<file path="config.mk">
export PLATFORM = sky130hd
export DESIGN_NAME = renkon_dispatch
export DESIGN_NICKNAME = d
export VERILOG_FILES = /design/src/rtl/renkon_dispatch.sv
export SDC_FILE = /design/constraint.sdc
export NUM_CORES = 1
export LEC_CHECK = 0
export CAP_MARGIN = 20
export CORE_AREA = 4 4 159 161
export CTS_CLUSTER_SIZE = 14
export DETAILED_ROUTE_END_ITERATION = 10
export DIE_AREA = 0 0 163 165
export GPL_ROUTABILITY_DRIVEN = 1
export SLEW_MARGIN = 25
export SYNTH_ARGS = -nofsm -noshare
export SYNTH_HDL_FRONTEND = slang
export SYNTH_SLANG_ARGS = --single-unit
</file>
<file path="constraint.sdc">
create_clock -name clk -period 12.65 [get_ports clk]
set_input_delay 1.265 -clock clk [delete_from_list [all_inputs] [get_ports clk]]
set_output_delay 1.265 -clock clk [all_outputs]
set_load 0.03 [all_outputs]
</file>
<file path="src/rtl/renkon_dispatch.sv">
// renkon_dispatch -- loads per-core net (weight) memories for one layer, one
// group of RENKON_CORE output channels at a time, then hands each group to
// the accelerator through a req/ack handshake.
//
// Parameter defaults match the renkon.svh values:
//   RENKON_CORE=8, RENKON_CORELOG=3, RENKON_NETSIZE=11,
//   DWIDTH=16, LWIDTH=10, IMGSIZE=12.
//
// Ports
//   clk, xrst                 clock (rising edge), synchronous active-high reset
//   start                     layer start pulse, accepted only when idle
//   cfg_*                     layer geometry / base addresses, captured on start
//   w_valid, w_data, w_ready  weight stream
//   net_sel/we/addr/wdata     net memory write port (core select + address)
//   req, ack                  accelerator handshake, one req per group
//   in_offset .. fil_size     captured layer parameters for the accelerator
//   busy, done                activity flag, one-cycle completion pulse
//
// Optional: define RENKON_DISPATCH_PERF_EN to add perf_load_cycles and
// perf_wait_cycles (32-bit saturating LOAD / WAIT cycle counters).
module renkon_dispatch #(
    parameter int RENKON_CORE    = 8,
    parameter int RENKON_CORELOG = 3,
    parameter int RENKON_NETSIZE = 11,
    parameter int DWIDTH         = 16,
    parameter int LWIDTH         = 10,
    parameter int IMGSIZE        = 12
) (
    input  logic                        clk,
    input  logic                        xrst,
    input  logic                        start,
    input  logic [LWIDTH-1:0]           cfg_total_out,
    input  logic [LWIDTH-1:0]           cfg_total_in,
    input  logic [LWIDTH-1:0]           cfg_fil_size,
    input  logic [IMGSIZE-1:0]          cfg_in_offset,
    input  logic [IMGSIZE-1:0]          cfg_out_offset,
    input  logic [IMGSIZE-1:0]          cfg_out_stride,
    input  logic [RENKON_NETSIZE-1:0]   cfg_net_offset,
    input  logic                        w_valid,
    input  logic signed [DWIDTH-1:0]    w_data,
    output logic                        w_ready,
    output logic [RENKON_CORELOG-1:0]   net_sel,
    output logic                        net_we,
    output logic [RENKON_NETSIZE-1:0]   net_addr,
    output logic signed [DWIDTH-1:0]    net_wdata,
    output logic                        req,
    input  logic                        ack,
    output logic [IMGSIZE-1:0]          in_offset,
    output logic [IMGSIZE-1:0]          out_offset,
    output logic [RENKON_NETSIZE-1:0]   net_offset,
    output logic [LWIDTH-1:0]           total_out,
    output logic [LWIDTH-1:0]           total_in,
    output logic [LWIDTH-1:0]           fil_size,
    output logic                        busy,
    output logic                        done
`ifdef RENKON_DISPATCH_PERF_EN
    ,
    output logic [31:0]                 perf_load_cycles,
    output logic [31:0]                 perf_wait_cycles
`endif
);

    localparam int PW = 3 * LWIDTH;                  // full-width nw product
    localparam int CW = LWIDTH + RENKON_CORELOG + 1; // channel index width

    typedef enum logic [2:0] {S_IDLE, S_LOAD, S_REQ, S_WAIT, S_DONE} state_t;

    state_t                      r_state, w_next;
    logic [RENKON_CORELOG-1:0]   r_core;
    logic [RENKON_NETSIZE-1:0]   r_word;
    logic [RENKON_NETSIZE-1:0]   r_nw;
    logic [LWIDTH-1:0]           r_group;
    logic [IMGSIZE-1:0]          r_stride;
    logic                        r_ended;
    logic [IMGSIZE-1:0]          r_in_offset, r_out_offset;
    logic [RENKON_NETSIZE-1:0]   r_net_offset;
    logic [LWIDTH-1:0]           r_total_out, r_total_in, r_fil_size;

    logic [PW-1:0]               w_nw_full;
    logic [CW-1:0]               w_grp_base, w_chan;
    logic                        w_active, w_adv, w_word_last, w_core_last, w_last_grp;

    assign w_nw_full   = PW'(cfg_total_in) * PW'(cfg_fil_size) * PW'(cfg_fil_size) + PW'(1);
    assign w_grp_base  = CW'(r_group) * CW'(RENKON_CORE);
    assign w_chan      = w_grp_base + CW'(r_core);
    // Cores beyond the remaining channels of the final group get zero words.
    assign w_active    = w_chan < CW'(r_total_out);
    assign w_adv       = (r_state == S_LOAD) && (w_active ? w_valid : 1'b1);
    assign w_word_last = r_word == (r_nw - RENKON_NETSIZE'(1));
    assign w_core_last = r_core == RENKON_CORELOG'(RENKON_CORE - 1);
    // Evaluated after the group counter has already been bumped by ack.
    assign w_last_grp  = w_grp_base >= CW'(r_total_out);

    assign in_offset  = r_in_offset;
    assign out_offset = r_out_offset;
    assign net_offset = r_net_offset;
    assign total_out  = r_total_out;
    assign total_in   = r_total_in;
    assign fil_size   = r_fil_size;

    always_ff @(posedge clk) begin
        if (xrst) r_state <= S_IDLE;
        else      r_state <= w_next;
    end

    always_comb begin
        w_next    = r_state;
        req       = 1'b0;
        w_ready   = 1'b0;
        net_we    = 1'b0;
        net_sel   = '0;
        net_addr  = '0;
        net_wdata = '0;
        done      = 1'b0;
        busy      = (r_state != S_IDLE);
        case (r_state)
            S_IDLE: begin
                if (start) w_next = (cfg_total_out == '0) ? S_DONE : S_LOAD;
            end
            S_LOAD: begin
                net_sel   = r_core;
                net_addr  = r_net_offset + r_word;
                w_ready   = w_active;
                net_we    = w_active ? w_valid : 1'b1;
                net_wdata = w_active ? w_data : '0;
                if (w_adv && w_word_last && w_core_last) w_next = S_REQ;
            end
            S_REQ: begin
                req    = 1'b1;
                w_next = S_WAIT;
            end
            S_WAIT: begin
                // Group end is registered first, so the LOAD/DONE decision
                // sees the incremented group counter one cycle after ack.
                if (r_ended) w_next = w_last_grp ? S_DONE : S_LOAD;
            end
            S_DONE: begin
                done   = 1'b1;
                w_next = S_IDLE;
            end
            default: w_next = S_IDLE;
        endcase
    end

    always_ff @(posedge clk) begin
        if (xrst) begin
            r_core       <= '0;
            r_word       <= '0;
            r_nw         <= '0;
            r_group      <= '0;
            r_stride     <= '0;
            r_ended      <= 1'b0;
            r_in_offset  <= '0;
            r_out_offset <= '0;
            r_net_offset <= '0;
            r_total_out  <= '0;
            r_total_in   <= '0;
            r_fil_size   <= '0;
        end else begin
            case (r_state)
                S_IDLE: begin
                    if (start) begin
                        r_core       <= '0;
                        r_word       <= '0;
                        r_group      <= '0;
                        r_ended      <= 1'b0;
                        r_nw         <= RENKON_NETSIZE'(w_nw_full);
                        r_stride     <= cfg_out_stride;
                        r_in_offset  <= cfg_in_offset;
                        r_out_offset <= cfg_out_offset;
                        r_net_offset <= cfg_net_offset;
                        r_total_out  <= cfg_total_out;
                        r_total_in   <= cfg_total_in;
                        r_fil_size   <= cfg_fil_size;
                    end
                end
                S_LOAD: begin
                    if (w_adv) begin
                        if (w_word_last) begin
                            r_word <= '0;
                            r_core <= w_core_last ? '0 : r_core + RENKON_CORELOG'(1);
                        end else begin
                            r_word <= r_word + RENKON_NETSIZE'(1);
                        end
                    end
                end
                S_WAIT: begin
                    if (r_ended) begin
                        r_ended <= 1'b0;
                    end else if (ack) begin
                        r_ended      <= 1'b1;
                        r_group      <= r_group + LWIDTH'(1);
                        r_out_offset <= r_out_offset + r_stride;
                    end
                end
                default: ;
            endcase
        end
    end

`ifdef RENKON_DISPATCH_PERF_EN
    always_ff @(posedge clk) begin
        if (xrst) begin
            perf_load_cycles <= '0;
            perf_wait_cycles <= '0;
        end else if (r_state == S_IDLE && start) begin
            perf_load_cycles <= '0;
            perf_wait_cycles <= '0;
        end else begin
            if (r_state == S_LOAD && perf_load_cycles != '1)
                perf_load_cycles <= perf_load_cycles + 32'd1;
            if (r_state == S_WAIT && perf_wait_cycles != '1)
                perf_wait_cycles <= perf_wait_cycles + 32'd1;
        end
    end
`endif

endmodule

</file>
==> results of run 1 <==
per-layer routing:
layer	share of wire, %	wire length, um	track usage (%)	vias to the layer above
met2	49	12800	34.8	206
met4	1.9	490	4.69	0
li1	-	-	-	4210
met3	5.8	1530	5.04	32
met5	0	0	0	-
met1	44	11500	23.9	3928
power breakdown:
part           total, mW  internal (mW)  leakage, nW  switching [mW]
logic               1.84          0.920         3.93           0.925
clock network      0.500          0.302        0.292           0.198
registers          0.440          0.405        0.949          0.0352
final cells by class:
cell class	instances	area, sq um	area share, %
multi-input cells	916	6560	53.5
flip-flops and latches	116	2320	18.9
repair buffers	201	2000	16.3
clock buffers	18	439	3.58
well taps	324	405	3.30
inverters	99	372	3.03
clock inverters	14	168	1.37
through the flow:
| step | setup slack [ps] | cells | util [%] |
|---|---|---|---|
| after global placement | 2370 | 1656 | 48.7 |
| after global routing | 2050 | 1688 | 51.2 |
| after floorplan | 3150 | 1187 | - |
| after detailed placement | 2210 | 1656 | 48.7 |
| after CTS | 2650 | 1688 | 51.2 |
| final | 2650 | 1688 | 51.2 |
tightest hold or removal path: stages (launching register included):
cell and delay (ps):
dfxtp_1 310, nand2_1 50, a21oi_1 50
logic make-up (layout without fill, tap and decap cells):
| kind of cell | Yosys count | count (layout) | share of synthesized area, % |
|---|---|---|---|
| mux | 2 | 2 | 0.212 |
| buf+inv | 155 | 332 | 6.16 |
| flops | 116 | 116 | 24.6 |
| fa+ha+maj | 147 | 147 | 24.4 |
| compound gates | 187 | 187 | 11.5 |
| xor+xnor | 87 | 87 | 8.64 |
| simple gates | 493 | 493 | 24.6 |
how the worst max path moves through the flow:
stage	cells after the start	from	slack, ps	end
6_report	32	cfg_fil_size[2]	2650	r_nw[10]
5_1_grt	32	cfg_fil_size[3]	2050	r_nw[10]
4_1_cts	32	cfg_fil_size[2]	2650	r_nw[10]
3_5_place_dp	32	cfg_fil_size[2]	2210	r_nw[10]
3_3_place_gp	32	cfg_fil_size[2]	2370	r_nw[10]
2_1_floorplan	33	cfg_fil_size[2]	3150	r_nw[10]
state kept, by name, summed over array words and instances, names as in the netlist:
| signal | flops |
|---|---|
| out_offset | 12 |
| net_offset | 11 |
| in_offset | 12 |
| total_out | 10 |
| r_nw | 11 |
| r_state | 3 |
| total_in | 10 |
| fil_size | 10 |
| r_stride | 12 |
| r_core | 3 |
| r_group | 10 |
| r_word | 11 |
| r_ended | 1 |
placed cells by master (no fill, tap or decap), types with 3 or more instances in the layout:
master / instances
and2_1: 70
a211oi_1: 12
inv_6: 5
nor3_1: 20
inv_1: 99
ha_1: 85
a21o_1: 8
a31oi_1: 4
or2_2: 3
nor2_1: 66
o21ai_0: 21
xor2_1: 29
nand4_1: 8
nand2b_1: 7
o21ai_1: 4
a311oi_1: 6
dfxtp_1: 116
a21oi_1: 108
buf_4: 5
clkbuf_16: 17
xnor2_1: 54
fa_1: 62
clkinv_4: 3
xnor3_1: 4
and3_1: 23
o21bai_1: 7
nand3_1: 13
or3_1: 5
clkdlybuf4s50_1: 196
nand2_1: 244
nor2b_1: 12
==> impl_metrics.tcl, run 1 <==
set metrics [dict create \
    status "completed" \
    hold_path_class "reg -> reg" \
    worst_path_max_delay_cell "clkdlybuf4s50_1" \
    slew_viol_final 0 \
    synth_edf_count 0 \
    grt_pass1_vias 8399 \
    finalSetupViolCount 0 \
    htreeDepth 4 \
    crit_fanout 19 \
    cts_buffer_depth 2 \
    grt_max_degree 62 \
    critPathArrivalTime_ps 10280 \
    io_buffers 197 \
    grt_setup_unrepaired "false" \
    holdBufCountCts 0 \
    chipHeight_um 165 \
    r2r_slack_ps 9440 \
    gp_congestion 0.833 \
    hold_viol_final 0 \
    start_util_pct 39.5 \
    yosysSeqAreaShare_pct 24.6 \
    hp-start "in_offset[10]" \
    antenna_found_initial 0 \
    drive_above_1_share_pct 3.89 \
    ioPinCount 198 \
    hold_path_end "in_offset[10]" \
    min_period_ps 10000 \
    crit_family "adder cells" \
    drt_wl_total_um 26400 \
    final.setup.tns_ps 0 \
    final_area_sq_um 12300 \
    critPathBufInv 6 \
    netlist_area_sq_um 9460 \
    synth_cell_type_count 57 \
    wl_per_cell_um 15.6 \
    leakagePower_nw 5.17 \
    worst_ep_required_time_ps 12930 \
    rows 57 \
    vias 8376 \
    cts-root-buf "clkbuf_16" \
    core_sq_um 24000 \
    clock_latency_ps 420 \
    grt_overflow 0 \
    fmax_mhz 100 \
    fin_nets 1596 \
    yosys_warnings 0 \
    cts.sinks 116 \
    holdPathStages 2 \
    drv_cap 0 \
    synth_top_cells_by_count "nand2_1, dfxtp_1, a21oi_1" \
    cts_buffers 17 \
    critPathMostFrequentCell "fa_1" \
    cts_tree "yes" \
    dp_hpwl_um 20000 \
    critical_path_class "in -> reg" \
    placed_area_sq_um 11700 \
    nFillCells 2368 \
    die-area_sq_um 26900 \
    postRouteAntennaNets 0 \
    ff2ff_path_depth 7 \
    clkSlewWorstSetupHoldPaths_ps 60 \
    skew_ps 9.99 \
    cpPeakStageDelay_ps 970 \
    synth.avg_cell_area_sq_um 7.97 \
    n_antenna_cell 0 \
    drtIter0Drc 350 \
    totalPowerFinal_mw 2.78 \
    grt_pass1_wl_um 42800 \
    ys_top_cells_by_area "dfxtp_1, fa_1, ha_1" \
    drcViolationCount 0 \
    syn_nets 1432 \
    slew_headroom_pct 37.3 \
    post_cts_buffers 0 \
    whs_ps 453 \
    first_pass_iters 4 \
    grt_use_total_pct 19.6 \
    p_per_area_nw_per_um2 227 \
    critPathCaptureType "flop" \
    die_w_um 163 \
    r2r_start "r_state[0]" \
    post-route-period-util_pct 79.0 \
    synthCells 1187 \
    max_slew.worst_pin.slew_ps 940 \
    start_kind "primary input" \
    synth.most_common_cell "nand2_1" \
    ctsResizeCount 0 \
    vias_per_cell 4.96 \
    synth_area_leader_cell "dfxtp_1" \
    area_delta_synth_final_pct 29.7 \
    ir_drop_v 0.000300 \
    async_reset_ff_share_pct 0 \
    ys.flop_type "dfxtp_1" \
    yosys.area.top_type_share_pct 24.6 \
    reg2reg_to "r_group[7]" \
    synth_seq_cells 116 \
]
(Power assumes the default switching activity.)
==> run 2: changes to the inputs <==
--- a/config.mk
+++ b/config.mk
@@ -11,6 +11,7 @@
 export DETAILED_ROUTE_END_ITERATION = 10
 export DIE_AREA = 0 0 163 165
 export GPL_ROUTABILITY_DRIVEN = 1
+export PLACE_DENSITY = 0.67
 export SLEW_MARGIN = 25
 export SYNTH_ARGS = -nofsm -noshare
 export SYNTH_HDL_FRONTEND = slang
==> constraint.sdc (replaced) <==
create_clock -name clk -period 8 [get_ports clk]
set_input_delay 0.8 -clock clk [delete_from_list [all_inputs] [get_ports clk]]
set_output_delay 0.8 -clock clk [all_outputs]
set_load 0.03 [all_outputs]
==> run 2 against run 1 <==
Effect of this change:
- count of clock-buffer cells in the layout stayed put
- worst hold slack worse by 1.6 ps
- sequential power is 58% higher
- combinational power is 88% higher
- clock power is 58% higher
- die area stayed put
- global-route usage is 0.14 points higher
- the flow now finishes with violations (setup timing)
- sequential share of layout area is 1.0 points lower
- routed wire length is 3.0% higher
- flip-flop and latch count stayed put
- non-clock buffer count is 74 higher
==> impl_metrics.tcl, run 2 (synthesized netlist as in run 1, its figures left out) <==
set metrics [dict create \
    final_area_sq_um 13000 \
    cts_buffer_depth 2 \
    wl_per_cell_um 15.4 \
    vias 8680 \
    htreeDepth 4 \
    cts-root-buf "clkbuf_16" \
    chipHeight_um 165 \
    critPathMostFrequentCell "fa_1" \
    grt_pass1_vias 8700 \
    reg2reg_to "r_group[7]" \
    hp-start "in_offset[8]" \
    max_slew.worst_pin.slew_ps 859 \
    holdBufCountCts 0 \
    r2r_start "r_state[0]" \
    p_per_area_nw_per_um2 381 \
    ff2ff_path_depth 7 \
    core_sq_um 24000 \
    crit_fanout 8 \
    grt_max_degree 101 \
    dp_hpwl_um 20600 \
    io_buffers 197 \
    holdPathStages 2 \
    worst_path_max_delay_cell "fa_1" \
    rows 57 \
    drcViolationCount 0 \
    drv_cap 0 \
    grt_setup_unrepaired "true" \
    first_pass_iters 5 \
    r2r_slack_ps 4680 \
    worst_ep_required_time_ps 8270 \
    grt_use_total_pct 19.8 \
    area_delta_synth_final_pct 37.2 \
    leakagePower_nw 5.56 \
    hold_path_end "in_offset[8]" \
    placed_area_sq_um 12200 \
    start_kind "primary input" \
    status "finished with violations" \
    hold_viol_final 0 \
    totalPowerFinal_mw 4.95 \
    grt_pass1_wl_um 43200 \
    cpPeakStageDelay_ps 550 \
    fin_nets 1670 \
    final_core_util_pct 54.2 \
    critical_path_class "in -> reg" \
    fmax_mhz 125 \
    slew_viol_final 0 \
    ir_drop_v 0.000438 \
    cts_buffers 17 \
    crit_path_start "cfg_fil_size[3]" \
    clkSlewWorstSetupHoldPaths_ps 50 \
    cts_tree "yes" \
    die-area_sq_um 26900 \
    drtIter0Drc 329 \
    start_util_pct 39.5 \
    cts.sinks 116 \
    mostFrequentLayoutCells "nand2_1, clkdlybuf4s50_1, dfxtp_1" \
    whs_ps 452 \
    drive_above_1_share_pct 11.5 \
    grt_overflow 0 \
    postRouteAntennaNets 0 \
    drt_wl_total_um 27100 \
    vias_per_cell 4.92 \
    ioPinCount 198 \
    gp_congestion 0.889 \
    critPathArrivalTime_ps 8270 \
    die_w_um 163 \
    post-route-period-util_pct 100 \
    slew_headroom_pct 42.7 \
    worst_slack_ps -6.16 \
    clock_latency_ps 410 \
    skew_ps 8.13 \
    finalSetupViolCount 1 \
    layout_commonest_cell "nand2_1" \
    critPathCaptureType "flop" \
    min_period_ps 8010 \
    antenna_found_initial 1 \
    failed_checks "setup timing" \
    hold_path_class "reg -> reg" \
]
==> run 2: cell types whose count changed in the layout (fill, tap and decap cells not counted), moves of 3 or more <==
cell	before	now
buf_6	0	5
ha_4	0	7
nand2_1	244	241
fa_2	0	5
clkdlybuf4s50_1	196	182
buf_4	5	78
fa_1	62	57
ha_1	85	78
inv_2	0	3
and2_1	70	66
and2_4	0	4
clkdlybuf4s15_2	0	4
inv_1	99	96
==> run 2: worst max-delay path: cells and delay by family <==
family,cells,cell delay [ps]
buffers and inverters,5,360
xor gates and xnor gates,9,1630
AOI/OAI and AO/OA,1,50
adders and majority gates,11,5040
and+or+nand+nor,3,380
==> run 2: area by class of cell <==
| cell class | instances | area [sq um] |
|---|---|---|
| multi-input combinational | 916 | 6720 |
| timing repair buffer | 275 | 2560 |
| fill | 2292 | 11000 |
| clock inverter | 14 | 175 |
| antenna | 1 | 2.50 |
| sequential | 116 | 2320 |
| inverter | 99 | 372 |
| tap | 324 | 405 |
| clock buffer | 18 | 429 |
==> run 2: how the worst max path moves through the flow <==
stage	endpoint	slack [ps]	cells after the start
floorplan	r_nw[10]	-250	34
global placement	r_nw[10]	-900	29
detailed placement	r_nw[10]	-1050	29
CTS	r_nw[10]	-30	33
global route	r_nw[10]	-300	33
finish	r_nw[10]	-6	29
==> run 2: what timing repair did <==
item / 4_1_cts / 5_1_grt
setup endpoints to repair: 3 / 1
gates resized for setup: 71 / 9
pin swaps: 33 / 20
buffers inserted: 11 / 1
==> run 2: routing by layer <==
| metal | track usage (%) | part of all wire, % |
|---|---|---|
| met1 | 23.4 | 42 |
| met2 | 36.0 | 50 |
| met3 | 3.79 | 5.7 |
| met4 | 6.29 | 2.2 |
| met5 | 0 | 0 |
==> run 2: stage by stage <==
stage / setup slack [ps] / TNS, ps / instances
after global placement: -896 / -2040 / 1718
after detailed placement: -1050 / -2540 / 1718
after floorplan: -253 / -253 / 1187
after CTS: -33.9 / -33.9 / 1761
final: -6.16 / -6.16 / 1763
after global routing: -301 / -301 / 1763
==> run 2: power by group <==
group / total, mW / switching [mW] / internal (mW) / leakage, nW
logic: 3.46 / 1.60 / 1.86 / 4.33
registers: 0.696 / 0.0555 / 0.640 / 0.949
clock network: 0.789 / 0.295 / 0.493 / 0.288
total: 4.95 / 1.95 / 3.00 / 5.56
